File: src/rtl/ibpl_out_seq.sv
// ibpl_out_seq: output-enable sequencer and drive controller for the 6-channel interbackplane output cardlet.
// Defining IBPL_OUT_ACT_STRETCH_EN stretches the activity LEDs by STRETCH_CYC cycles.
module ibpl_out_seq #(
   parameter int unsigned SETTLE_CYC  = 16,
   parameter int unsigned STRETCH_CYC = 1000
) (
   input  logic       clk,
   input  logic       nReset,
   input  logic [5:0] en_req,
   input  logic [5:0] in_en,
   input  logic [5:0] out_data_in,
   output logic [5:0] diob_out,
   output logic [5:0] diob_dir,
   output logic [5:0] out_en_eff,
   output logic [7:0] diob_led1,
   output logic [7:0] diob_led2,
   output logic       busy,
   output logic       plugin_error
);
   localparam int unsigned N_CH  = 6;
   localparam int unsigned CNT_W = (SETTLE_CYC > 1) ? $clog2(SETTLE_CYC) : 1;

   typedef enum logic {IDLE, SETTLE} state_t;

   state_t           state;
   logic [2:0]       rr_ptr;
   logic [CNT_W-1:0] cnt;
   logic [N_CH-1:0]  pending;
   logic [N_CH-1:0]  rot;
   logic [N_CH-1:0]  grant_oh;
   logic [N_CH-1:0]  activity;
   logic [2:0]       off;
   logic [2:0]       grant_idx;
   logic [2:0]       next_ptr;
   logic [3:0]       sum;
   logic             grant_vld;
   logic             ready;

   // Round-robin pick: rotate pending so bit 0 is rr_ptr, take the lowest set bit, rotate back.
   always_comb begin
      pending = en_req & ~out_en_eff;
      unique case (rr_ptr)
         3'd1:    rot = {pending[0],   pending[5:1]};
         3'd2:    rot = {pending[1:0], pending[5:2]};
         3'd3:    rot = {pending[2:0], pending[5:3]};
         3'd4:    rot = {pending[3:0], pending[5:4]};
         3'd5:    rot = {pending[4:0], pending[5]};
         default: rot = pending;
      endcase
      off = 3'd0;
      for (int k = N_CH - 1; k >= 0; k--) begin
         if (rot[k]) off = 3'(k);
      end
      sum       = {1'b0, rr_ptr} + {1'b0, off};
      grant_idx = (sum >= 4'd6) ? 3'(sum - 4'd6) : sum[2:0];
      next_ptr  = (grant_idx == 3'd5) ? 3'd0 : grant_idx + 3'd1;
      grant_oh  = 6'b000001 << grant_idx;
      grant_vld = |pending;
   end

   // Channels are only granted once the pads have been switched to output mode.
   assign ready = &diob_dir;

   always_ff @(posedge clk) begin
      if (!nReset) begin
         state        <= IDLE;
         rr_ptr       <= 3'd0;
         cnt          <= '0;
         out_en_eff   <= '0;
         diob_out     <= '0;
         diob_dir     <= '0;
         diob_led1    <= '0;
         diob_led2    <= '0;
         busy         <= 1'b0;
         plugin_error <= 1'b0;
      end else begin
         diob_dir     <= 6'h3F;
         diob_out     <= out_data_in & out_en_eff;
         plugin_error <= |(in_en & ~out_en_eff);
         diob_led1    <= {2'b00, out_en_eff};
         diob_led2    <= {2'b00, activity};
         out_en_eff   <= out_en_eff & en_req;
         unique case (state)
            IDLE: begin
               if (grant_vld && ready) begin
                  out_en_eff <= (out_en_eff & en_req) | grant_oh;
                  rr_ptr     <= next_ptr;
                  cnt        <= CNT_W'(SETTLE_CYC - 1);
                  busy       <= 1'b1;
                  state      <= SETTLE;
               end
            end
            SETTLE: begin
               if (cnt == '0) begin
                  busy  <= 1'b0;
                  state <= IDLE;
               end else begin
                  cnt <= cnt - CNT_W'(1);
               end
            end
            default: state <= IDLE;
         endcase
      end
   end

`ifdef IBPL_OUT_ACT_STRETCH_EN
   localparam int unsigned ACT_W = $clog2(STRETCH_CYC + 1);

   logic [ACT_W-1:0] act_cnt [N_CH];

   // Per-channel hold counter: reload while driving high, bleed down otherwise.
   always_ff @(posedge clk) begin
      for (int i = 0; i < N_CH; i++) begin
         if (!nReset)              act_cnt[i] <= '0;
         else if (diob_out[i])     act_cnt[i] <= ACT_W'(STRETCH_CYC);
         else if (act_cnt[i] != '0) act_cnt[i] <= act_cnt[i] - ACT_W'(1);
      end
   end

   always_comb begin
      activity = '0;
      for (int i = 0; i < N_CH; i++) begin
         activity[i] = diob_out[i] | (act_cnt[i] != '0);
      end
   end
`else
   assign activity = diob_out;
`endif

endmodule

File: config.mk
export PLATFORM = sky130hd
export DESIGN_NAME = ibpl_out_seq
export DESIGN_NICKNAME = d
export VERILOG_FILES = /design/src/rtl/ibpl_out_seq.sv
export SDC_FILE = /design/constraint.sdc
export NUM_CORES = 1
export LEC_CHECK = 0
export ABC_CLOCK_PERIOD_IN_PS = 4800
export CELL_PAD_IN_SITES_DETAIL_PLACEMENT = 0
export CELL_PAD_IN_SITES_GLOBAL_PLACEMENT = 1
export CORE_MARGIN = 4
export CORE_UTILIZATION = 34
export DETAILED_ROUTE_END_ITERATION = 10
export GPL_TIMING_DRIVEN = 0
export PLACE_DENSITY_LB_ADDON = 0.25
export SLEW_MARGIN = 15
export SYNTH_ARGS = -nofsm -noshare
export SYNTH_HDL_FRONTEND = slang
export SYNTH_SLANG_ARGS = --single-unit
File: constraint.sdc
create_clock -name clk -period 4.8 [get_ports clk]
set_clock_uncertainty 0.1 [all_clocks]
set_input_delay 0.96 -clock clk [delete_from_list [all_inputs] [get_ports clk]]
set_output_delay 0.96 -clock clk [all_outputs]
set_load 0.01 [all_outputs]
==> results.sh <==
export IMPL_status="complete, no violations"
export IMPL_routed_via_count=1811
export IMPL_pwr_density_cell_mw_per_mm2=569
export IMPL_r2r_cells=16
export IMPL_synth_top_area_cell="dfxtp_1"
export IMPL_synth_edf_count=0
export IMPL_die_y_um=83.2
export IMPL_synth_xor_area_frac=0.00456
export IMPL_syn_inst=223
export IMPL_required_ps=4920
export IMPL_syn2layout_area_growth_pct=39.3
export IMPL_gp_congestion=0.812
export IMPL_fp_dieArea_mm2=0.00692
export IMPL_synthMuxAreaShare=0.0208
export IMPL_wl_per_cell_um=14.4
export IMPL_final_fill_count=544
export IMPL_relSlewSlack=0.631
export IMPL_startpoint="en_req[4]"
export IMPL_arrival_ps=4750
export IMPL_globalRouteOverflowTotal=0
export IMPL_setup_violations=0
export IMPL_syn_area_per_cell_um2=8.61
export IMPL_slew_viol_final=0
export IMPL_ys_flop_type="dfxtp_1"
export IMPL_vias_per_cell=5.06
export IMPL_antenna_left=0
export IMPL_cp_start_kind="primary input"
export IMPL_cts_tree="built"
export IMPL_clockRootBuffer="clkbuf_8"
export IMPL_dp_hpwl_um=3800
export IMPL_ys_seq_area_frac=0.365
export IMPL_worst_pin_slew_ps=550
export IMPL_rr_startpoint="rr_ptr[1]$_SDFFE_PN0P_"
export IMPL_cts_hold_buffers_added=0
export IMPL_irDropWorstVdd_v=0.000479
export IMPL_coreArea_mm2=0.00551
export IMPL_routed_top_layer="met4"
export IMPL_h_tree_depth=2
export IMPL_fin_crit_sh=0.963
export IMPL_clkSlewWorstSetupHoldPaths_ps=70
export IMPL_fin_hold_ws_ps=359
export IMPL_dr_wl_met2_um=2330
export IMPL_clock_path_buffers=2
export IMPL_hold_class="flop to flop"
export IMPL_initial_core_util=0.349
export IMPL_fmax_mhz=216
export IMPL_end_kind="flop"
export IMPL_die_width_um=83.2
export IMPL_synth_ff_latch_count=35
export IMPL_hold_depth=1
export IMPL_seq_power_share=0.253
export IMPL_grt_pass1_wl_um=8630
export IMPL_clk_latency_ps=290
export IMPL_rsz0062_at_grt="no"
export IMPL_fp_row_count=27
export IMPL_critPathMaxFanout=7
export IMPL_synth_top_area_frac=0.365
export IMPL_wl_met3_um=356
export IMPL_leakagePower_uw=0.00108
export IMPL_drc_errors=0
export IMPL_antenna_found_initial=0
export IMPL_swShare=0.424
export IMPL_drt_met1_wl_um=2390
export IMPL_netlist_area_mm2=0.00192
export IMPL_track_usage=0.153
export IMPL_setup_slack_ps=179
export IMPL_yosysWarnings=0
export IMPL_drive_above_1_share=0.112
export IMPL_ios=56
export IMPL_portBuffers=51
export IMPL_synth_area_leaders="dfxtp_1 36%, and2_1 4.6%, buf_4 3.9%, a32oi_1 3.6%, nor2b_1 3.6%"
export IMPL_finalCriticalPeriod_ps=4620
export IMPL_internal_power_uw=877
export IMPL_numCtsBuffers=5
export IMPL_wl_um=5140
export IMPL_post_route_util=0.486
export IMPL_antenna_cells=0
export IMPL_cap_violations=0
export IMPL_dp_slack_ps=-268
export IMPL_cts_sinks=35
export IMPL_path_class="primary input to flop"
export IMPL_grt_max_degree=13
export IMPL_power_frac_clock=0.175
export IMPL_nets=311
export IMPL_p_switching_uw=645
export IMPL_synthDistinctLibCells=54
export IMPL_synthSimpleGateAreaFrac=0.268
export IMPL_drt_pre_antenna_iters=4
export IMPL_min_from="diob_out[1]$_SDFF_PN0_"
export IMPL_drt_first_iter_violations=77
export IMPL_synthArstFlopShare=0
export IMPL_synth_top_family_by_area="simple AND/OR/NAND/NOR gates"
export IMPL_yosys_area_share_adder=0.0430
export IMPL_synth_compound_area_frac=0.210
export IMPL_hold_viol_final=0
export IMPL_p_comb_frac=0.572
export IMPL_grt_pass1_vias=1695
export IMPL_finalPower_uw=1520
## per-layer routing
metal / up-vias / GRT usage
li1: 905 / -
met1: 820 / 0.207
met2: 82 / 0.228
met3: 4 / 0.0347
met4: 0 / 0.0713
met5: - / 0
## cell usage after synthesis, types with 2 or more instances
master / count
dfxtp_1: 35
nand2_1: 15
and2_1: 14
inv_1: 12
nor2b_1: 11
a21oi_1: 10
buf_4: 10
a32oi_1: 8
nand2b_1: 8
nor2_1: 8
and3_1: 6
ha_1: 5
nand3_1: 5
nor3_1: 5
o21ai_1: 5
o22ai_1: 5
clkbuf_1: 4
mux2i_1: 4
o21ai_0: 4
a21boi_0: 3
a22oi_1: 3
o211a_1: 3
o21a_1: 3
a21o_1: 2
buf_2: 2
buf_6: 2
nand4_1: 2
o21ai_2: 2
or2b_1: 2
## final timing paths
| check | end | slack, ps |
|---|---|---|
| min reg2reg | diob_led2[1]$_SDFF_PN0_ | 360 |
| max reg2reg | rr_ptr[2]$_SDFFE_PN0P_ | 810 |
| max | rr_ptr[2]$_SDFFE_PN0P_ | 180 |
| min | diob_led2[1]$_SDFF_PN0_ | 360 |
## flip-flops by register name, summed over array words and instances, names as in the netlist
register      cells
busy              1
cnt               4
diob_dir          1
diob_led1         6
diob_led2         6
diob_out          6
out_en_eff        6
plugin_error      1
rr_ptr            3
state             1
## metrics by stage
| step | cells | cell area (um2) | TNS (ps) |
|---|---|---|---|
| 2_1_floorplan | 226 | 1930 | 0 |
| 3_3_place_gp | 349 | 2530 | -283 |
| 3_5_place_dp | 349 | 2530 | -301 |
| 4_1_cts | 357 | 2650 | 0 |
| 5_1_grt | 358 | 2680 | 0 |
| 6_report | 358 | 2680 | 0 |
## power by group through the flow
stage               registers, uW  clock network [uW]  logic, uW
floorplan                     389                   0        557
global placement              393                   0        781
detailed placement            393                   0        776
CTS                           387                 270        779
global route                  395                 286        958
finish                        386                 266        871
## cells in the final DEF (no fill, tap or decap), types with 3 or more instances in the layout
cell type         n
clkdlybuf4s50_1  51
and2_1           14
nor2b_1          11
nand2_1          15
o211a_1           3
a21boi_0          3
clkbuf_1          4
nor2_1            8
dfxtp_1          35
inv_1            12
nand2b_1          8
clkbuf_8          5
o21ai_0           4
nor3_1            5
o22ai_1           5
o21a_1            3
nand3_1           5
ha_1              5
a21oi_1          10
a32oi_1           8
buf_4            11
a22oi_1           3
mux2i_1           3
o21ai_1           4
conb_1            4
and3_1            6
## kinds of logic after synthesis
kind of cell / count (synthesis)
compound gates: 57
xor+xnor: 1
fa+ha+maj: 6
buf+inv: 30
flops: 35
mux: 4
other cells: 1
simple gates: 89
## layout make-up
class                   count  area, um2  share of cell area
plain buffers              18        123              0.0458
clock buffers               5       68.8              0.0257
clock inverters             3       43.8              0.0164
inverters                  12       45.0              0.0168
multi-input cells         161       1090               0.406
flip-flops and latches     35        701               0.262
well taps                  72       90.1              0.0337
repair buffers             52        518               0.194
## what timing repair did
item                                    CTS  global route
setup buffers                             0             1
endpoints found under the setup margin    0             2
resized for setup                         0             4
## critical path: stages
cell and delay (ps):
clkdlybuf4s50_1 450, nor2b_1 190, a32oi_1 220, nand3_1 130, o32a_1 360, a311oi_1 290, nor3_1 90, ha_1 210
inv_1 70, fa_1 480, or2_1 300, o21ai_4 220, inv_1 90, ha_1 290, a311o_1 270, a21boi_1 130
Power figures use the tool's default switching activity.
